**src/rtl/j_rxer_if.sv**
```systemverilog
// j_rxer_if: host/line side signal bundle of the j_rxer serial receiver.
interface j_rxer_if;
   logic        bx16;
   logic        serin;
   logic        rxpol;
   logic        paren;
   logic        even;
   logic        u2drd;
   logic        u2clr;
   logic [15:0] dout;
   logic        rbf;
   logic        perr;
   logic        ferr;
   logic        ovr;
   logic        rxbrk;
   logic        serst;

   modport master (
      output bx16, serin, rxpol, paren, even, u2drd, u2clr,
      input  dout, rbf, perr, ferr, ovr, rxbrk, serst
   );

   modport slave (
      input  bx16, serin, rxpol, paren, even, u2drd, u2clr,
      output dout, rbf, perr, ferr, ovr, rxbrk, serst
   );
endinterface

```
**src/rtl/j_rxer.sv**
```systemverilog
// j_rxer: 16x-oversampled async serial receiver with parity, framing, overrun and break status.
module j_rxer #(
   parameter int unsigned MIDPT = 7
) (
   input  logic    sys_clk,
   input  logic    resetl,
   j_rxer_if.slave bus
);
   localparam int unsigned TCW = 4;
   localparam int unsigned BCW = 3;
   localparam int unsigned DW  = 8;

   localparam logic [2:0] S_IDLE   = 3'd0;
   localparam logic [2:0] S_START  = 3'd1;
   localparam logic [2:0] S_DATA   = 3'd2;
   localparam logic [2:0] S_PAR    = 3'd3;
   localparam logic [2:0] S_STOP   = 3'd4;
   localparam logic [2:0] S_WAITHI = 3'd5;

   localparam logic [TCW-1:0] TC_MID  = TCW'(MIDPT);
   localparam logic [TCW-1:0] TC_LAST = '1;
   localparam logic [BCW-1:0] BC_LAST = '1;

   logic [1:0]     r_sync;
   logic [2:0]     r_state;
   logic [TCW-1:0] r_tc;
   logic [BCW-1:0] r_bc;
   logic [DW-1:0]  r_shf;
   logic           r_pbit;
   logic           r_perr_pend;
   logic [DW-1:0]  r_rxd;
   logic           r_rbf;
   logic           r_perr;
   logic           r_ferr;
   logic           r_ovr;
   logic           r_rxbrk;

   logic [2:0]     w_state_nx;
   logic [TCW-1:0] w_tc_nx;
   logic [BCW-1:0] w_bc_nx;
   logic [DW-1:0]  w_shf_nx;
   logic           w_pbit_nx;
   logic           w_perr_pend_nx;
   logic           w_load;
   logic           w_stop_bad;
   logic           w_rxl;
   logic           w_wrap;
   logic           w_brk;

   assign w_rxl  = r_sync[1] ^ bus.rxpol;
   assign w_wrap = (r_tc == TC_LAST);
   // Break: stop low and every sampled data/parity bit low (r_pbit is 0 when no parity).
   assign w_brk  = w_stop_bad && (r_shf == '0) && !r_pbit;

   // Two-flop synchroniser on the raw line; idles high out of reset.
   always_ff @(posedge sys_clk) begin
      if (!resetl) r_sync <= 2'b11;
      else         r_sync <= {r_sync[0], bus.serin};
   end

   // Receive state register.
   always_ff @(posedge sys_clk) begin
      if (!resetl) begin
         r_state     <= S_IDLE;
         r_tc        <= '0;
         r_bc        <= '0;
         r_shf       <= '0;
         r_pbit      <= 1'b0;
         r_perr_pend <= 1'b0;
      end else begin
         r_state     <= w_state_nx;
         r_tc        <= w_tc_nx;
         r_bc        <= w_bc_nx;
         r_shf       <= w_shf_nx;
         r_pbit      <= w_pbit_nx;
         r_perr_pend <= w_perr_pend_nx;
      end
   end

   // Next-state logic; only bx16 cycles move the receiver.
   always_comb begin
      w_state_nx     = r_state;
      w_tc_nx        = r_tc;
      w_bc_nx        = r_bc;
      w_shf_nx       = r_shf;
      w_pbit_nx      = r_pbit;
      w_perr_pend_nx = r_perr_pend;
      w_load         = 1'b0;
      w_stop_bad     = 1'b0;
      if (bus.bx16) begin
         case (r_state)
            S_IDLE: begin
               if (!w_rxl) begin
                  w_state_nx = S_START;
                  w_tc_nx    = '0;
               end
            end
            S_START: begin
               if (r_tc == TC_MID) begin
                  w_tc_nx    = '0;
                  w_bc_nx    = '0;
                  w_state_nx = w_rxl ? S_IDLE : S_DATA;
               end else begin
                  w_tc_nx = r_tc + TCW'(1);
               end
            end
            S_DATA: begin
               w_tc_nx = r_tc + TCW'(1);
               if (w_wrap) begin
                  w_shf_nx = {w_rxl, r_shf[DW-1:1]};
                  if (r_bc == BC_LAST) begin
                     w_pbit_nx      = 1'b0;
                     w_perr_pend_nx = 1'b0;
                     w_state_nx     = bus.paren ? S_PAR : S_STOP;
                  end else begin
                     w_bc_nx = r_bc + BCW'(1);
                  end
               end
            end
            S_PAR: begin
               w_tc_nx = r_tc + TCW'(1);
               if (w_wrap) begin
                  w_pbit_nx      = w_rxl;
                  w_perr_pend_nx = (^r_shf) ^ w_rxl ^ !bus.even;
                  w_state_nx     = S_STOP;
               end
            end
            S_STOP: begin
               w_tc_nx = r_tc + TCW'(1);
               if (w_wrap) begin
                  w_load     = 1'b1;
                  w_stop_bad = !w_rxl;
                  w_state_nx = w_rxl ? S_IDLE : S_WAITHI;
               end
            end
            S_WAITHI: begin
               if (w_rxl) w_state_nx = S_IDLE;
            end
            default: begin
               w_state_nx = S_IDLE;
               w_tc_nx    = '0;
            end
         endcase
      end
   end

   // Data register and sticky status; a new error beats a same-cycle clear.
   always_ff @(posedge sys_clk) begin
      if (!resetl) begin
         r_rxd   <= '0;
         r_rbf   <= 1'b0;
         r_perr  <= 1'b0;
         r_ferr  <= 1'b0;
         r_ovr   <= 1'b0;
         r_rxbrk <= 1'b0;
      end else begin
         if (w_load) begin
            r_rxd <= r_shf;
            r_rbf <= 1'b1;
         end else if (bus.u2drd) begin
            r_rbf <= 1'b0;
         end

         if (w_load && r_rbf && !bus.u2drd) r_ovr <= 1'b1;
         else if (bus.u2clr)                r_ovr <= 1'b0;

         if (w_load && r_perr_pend) r_perr <= 1'b1;
         else if (bus.u2clr)        r_perr <= 1'b0;

         if (w_load && w_stop_bad) r_ferr <= 1'b1;
         else if (bus.u2clr)       r_ferr <= 1'b0;

         if (w_load && w_brk) r_rxbrk <= 1'b1;
         else if (bus.u2clr)  r_rxbrk <= 1'b0;
      end
   end

   assign bus.dout  = {8'h00, r_rxd};
   assign bus.rbf   = r_rbf;
   assign bus.perr  = r_perr;
   assign bus.ferr  = r_ferr;
   assign bus.ovr   = r_ovr;
   assign bus.rxbrk = r_rxbrk;
   assign bus.serst = w_rxl;
endmodule

```
**src/flat_wrapper.sv**
```systemverilog
// flat-port wrapper written by rule: the top's interface ports become plain ports
module j_rxer_flat 
#(
   parameter int unsigned MIDPT = 7
)
  (sys_clk, resetl, bus_bx16, bus_serin, bus_rxpol, bus_paren, bus_even, bus_u2drd, bus_u2clr, bus_dout, bus_rbf, bus_perr, bus_ferr, bus_ovr, bus_rxbrk, bus_serst);
  j_rxer_if bus_i ();
  input  logic sys_clk;
  input  logic resetl;
  input wire logic [$bits(bus_i.bx16)-1:0] bus_bx16;
  input wire logic [$bits(bus_i.serin)-1:0] bus_serin;
  input wire logic [$bits(bus_i.rxpol)-1:0] bus_rxpol;
  input wire logic [$bits(bus_i.paren)-1:0] bus_paren;
  input wire logic [$bits(bus_i.even)-1:0] bus_even;
  input wire logic [$bits(bus_i.u2drd)-1:0] bus_u2drd;
  input wire logic [$bits(bus_i.u2clr)-1:0] bus_u2clr;
  output wire logic [$bits(bus_i.dout)-1:0] bus_dout;
  output wire logic [$bits(bus_i.rbf)-1:0] bus_rbf;
  output wire logic [$bits(bus_i.perr)-1:0] bus_perr;
  output wire logic [$bits(bus_i.ferr)-1:0] bus_ferr;
  output wire logic [$bits(bus_i.ovr)-1:0] bus_ovr;
  output wire logic [$bits(bus_i.rxbrk)-1:0] bus_rxbrk;
  output wire logic [$bits(bus_i.serst)-1:0] bus_serst;
  assign bus_i.bx16 = bus_bx16;
  assign bus_i.serin = bus_serin;
  assign bus_i.rxpol = bus_rxpol;
  assign bus_i.paren = bus_paren;
  assign bus_i.even = bus_even;
  assign bus_i.u2drd = bus_u2drd;
  assign bus_i.u2clr = bus_u2clr;
  assign bus_dout = bus_i.dout;
  assign bus_rbf = bus_i.rbf;
  assign bus_perr = bus_i.perr;
  assign bus_ferr = bus_i.ferr;
  assign bus_ovr = bus_i.ovr;
  assign bus_rxbrk = bus_i.rxbrk;
  assign bus_serst = bus_i.serst;
  j_rxer #(.MIDPT(MIDPT)) u_core (.sys_clk(sys_clk), .resetl(resetl), .bus(bus_i));
endmodule
```
**config.mk**
```make
export PLATFORM = sky130hd
export DESIGN_NAME = j_rxer_flat
export DESIGN_NICKNAME = d
export VERILOG_FILES = /design/src/rtl/j_rxer_if.sv /design/src/rtl/j_rxer.sv /design/src/flat_wrapper.sv
export SDC_FILE = /design/constraint.sdc
export NUM_CORES = 1
export LEC_CHECK = 0
export ABC_AREA = 1
export BUFFER_PORTS_ARGS = -buffer_cell sky130_fd_sc_hd__buf_2
export CORE_MARGIN = 3
export CORE_UTILIZATION = 50
export CTS_CLUSTER_SIZE = 10
export DETAILED_ROUTE_END_ITERATION = 8
export PLACE_DENSITY = 0.73
export SLEW_MARGIN = 0
export SYNTH_ARGS = -nofsm -noshare
export SYNTH_HDL_FRONTEND = slang
export SYNTH_SLANG_ARGS = --single-unit
export TNS_END_PERCENT = 100
```
**constraint.sdc**
```tcl
create_clock -name sys_clk -period 1.4 [get_ports sys_clk]
set_input_delay 0.28 -clock sys_clk [delete_from_list [all_inputs] [get_ports sys_clk]]
set_output_delay 0.28 -clock sys_clk [all_outputs]
set_load 0.03 [all_outputs]
```
==> summary.md <==
| Metric | Value |
|---|---|
| Clk_skew | `0.0133 ns` |
| YS warnings | `0` |
| Failing checks | `negative setup slack` |
| Clk root buf | `clkbuf_4` |
| Commonest non-fill, non-tap cells in the layout | `nand2_1, dfxtp_1, a21oi_1` |
| Vias per cell | `5.03` |
| CP endpoint kind | `flip-flop` |
| Syn Std Cell Area | `1820 um2` |
| Routed WL per cell | `11.5 um` |
| Initial antenna violation count | `0` |
| Avg Cell Area, Syn | `7.33 um2` |
| Final wirelength | `3860 um` |
| Yosys cell types | `32` |
| Port buffer count | `22` |
| H-tree depth | `2` |
| Power after layout | `2.96 mW` |
| CTS clk-pin slew, worst paths | `0.12 ns` |
| Post-synthesis sequential area ratio | `0.384` |
| # diodes | `0` |
| Worst setup SP type | `flip-flop` |
| Tmin final | `1.41 ns` |
| Hold WS | `0.125 ns` |
| Fin. max-slew vios | `0` |
| Largest net degree at the start of global routing | `21` |
| Worst Slack Setup Final | `-0.00565 ns` |
| CTS tree | `yes` |
| Most common library cell in the layout ignoring fill and taps | `nand2_1` |
| Final setup viols | `1` |
| Filler instances | `291` |
| Peak Freq | `0.711 GHz` |
| Leakage | `1.05 nW` |
| I/O pins | `31` |
| Vias | `1,694` |
| Flops & latches, synth | `35` |
| Worst skew pair latency | `0.34 ns` |
| Core box area | `3420 um2` |
| Status | `complete, but fails checks` |
| CTS max path bufs | `2` |
| Tcrit/Tclk final | `1.00` |
| Worst VDD drop | `950 uV` |
| Post-Synthesis Cells | `249` |
| RSZ-0062 raised after global routing | `yes` |
| Worst setup path class | `reg2reg` |
| First-pass GRT wire length | `5710 um` |
| Die ar. | `4410 um2` |
| Ratio of cells with drive above 1 in the final layout | `0.351` |
| Starting DRC count in detailed routing | `70` |
| Total track usage | `0.168` |
| Final Hold Fails | `0` |
| GRT overflow | `0` |
| Residual DRC | `0` |
| Area grow syn2layout | `24.5%` |
| Clock Sinks | `35` |
| DR pass1 iterations | `4` |
| Post-DP HPWL | `2700 um` |
| Die Span X | `66.4 um` |
| TritonCTS Buffers | `5` |
| Critical path data required time | `1.68 ns` |
| Setup WS pre-CTS | `-0.101 ns` |
| Initial core utilization | `0.534` |
| Fin nets | `306` |
| Die height | `66.4 um` |
| Row count | `21` |
| Setup TNS | `-0.00565 ns` |
| Min-Delay Path Class | `in2reg` |
| Routability congestion estimate | `0.875` |
| Maxcap violations | `0` |
| CP Max Fanout | `3` |
| Worst EP arrival | `1.69 ns` |
| Routed Antenna Nets | `0` |
| Vias in the first global route | `1,364` |
| Hold_buf cts | `0` |
| Pwr Density | `1300 nW/um2` |
power breakdown:
part,switching (mW),internal [mW]
Combinational,0.658,0.379
Sequential,0.0984,1.08
Clock,0.370,0.376
worst max-delay path, cell delays in order, from the launching register on:
cell	delay, ns
dfxtp_1	0.37
inv_1	0.07
ha_1	0.31
inv_1	0.08
nand2_1	0.05
nand2_1	0.06
nand2_1	0.06
nand2_1	0.06
nand2_1	0.05
nand2_1	0.07
nand2_1	0.06
a21oi_2	0.11
kinds of logic after synthesis:
family	after synthesis	synth area share
compound gates	50	0.147
flops	35	0.384
simple gates	113	0.297
fa+ha+maj	7	0.0480
other cells	1	0.00206
buf+inv	43	0.122
Yosys cell counts (all sizes together):
master,count,area (um2)
nand3,11,72.6
dfxtp,35,701
or2,3,18.8
conb,1,3.75
nor3,1,10.0
buf,11,97.6
nor2,29,145
ha,7,87.6
nand2,66,273
clkbuf,2,7.51
nand4,1,6.26
o211ai,1,7.51
nand3b,1,7.51
clkinv,2,10.0
o21ai,21,105
inv,28,108
a211oi,1,12.5
a21oi,27,143
and3b,1,8.76
worst paths after layout:
path	from	end	slack [ns]	cells past startpoint
setup / recovery	u_core.r_shf[3]	u_core.r_perr_pend	-0.006	11
hold / removal	bus_serin	u_core.r_sync[0]	0.12	2
setup reg to reg	u_core.r_shf[3]	u_core.r_perr_pend	-0.006	11
hold reg to reg	u_core.r_sync[0]	u_core.r_sync[1]	0.43	1
flip-flops by register name, summed over array words and instances (netlist names), 2 cells and up:
register        count
u_core.r_tc         4
u_core.r_rxd        8
u_core.r_sync       2
u_core.r_bc         3
u_core.r_state      3
u_core.r_shf        8
per-layer routing:
layer / routed length, um / global-route usage / vias up
met1: 1830 / 0.219 / 776
li1: - / - / 869
met5: 0 / 0 / -
met4: 57 / 0.0457 / 0
met2: 1790 / 0.270 / 41
met3: 190 / 0.0459 / 8
layout make-up:
class	count	area (um2)	area share
timing repair buffer	38	236	0.104
inverter	30	124	0.0545
multi-input combinational	178	1040	0.460
timing repair inverter	2	15.0	0.00661
clock buffer	5	37.5	0.0165
clock inverter	3	43.8	0.0193
tap	46	57.6	0.0253
sequential	35	713	0.314
through the flow:
stage | cell area (um2) | util | cells
floorplan | 1850 | - | 256
finish | 2270 | 0.665 | 337
global route | 2270 | 0.665 | 337
CTS | 2120 | 0.622 | 332
detailed placement | 2000 | 0.586 | 323
global placement | 2000 | 0.586 | 323
what timing repair did:
item / 4_1_cts / 5_1_grt
pin swaps: 0 / 9
setup buffers: 0 / 4
cloned: 1 / 1
resized for setup: 11 / 43
endpoints found under the setup margin: 22 / 31
(Power assumes the default switching activity.)
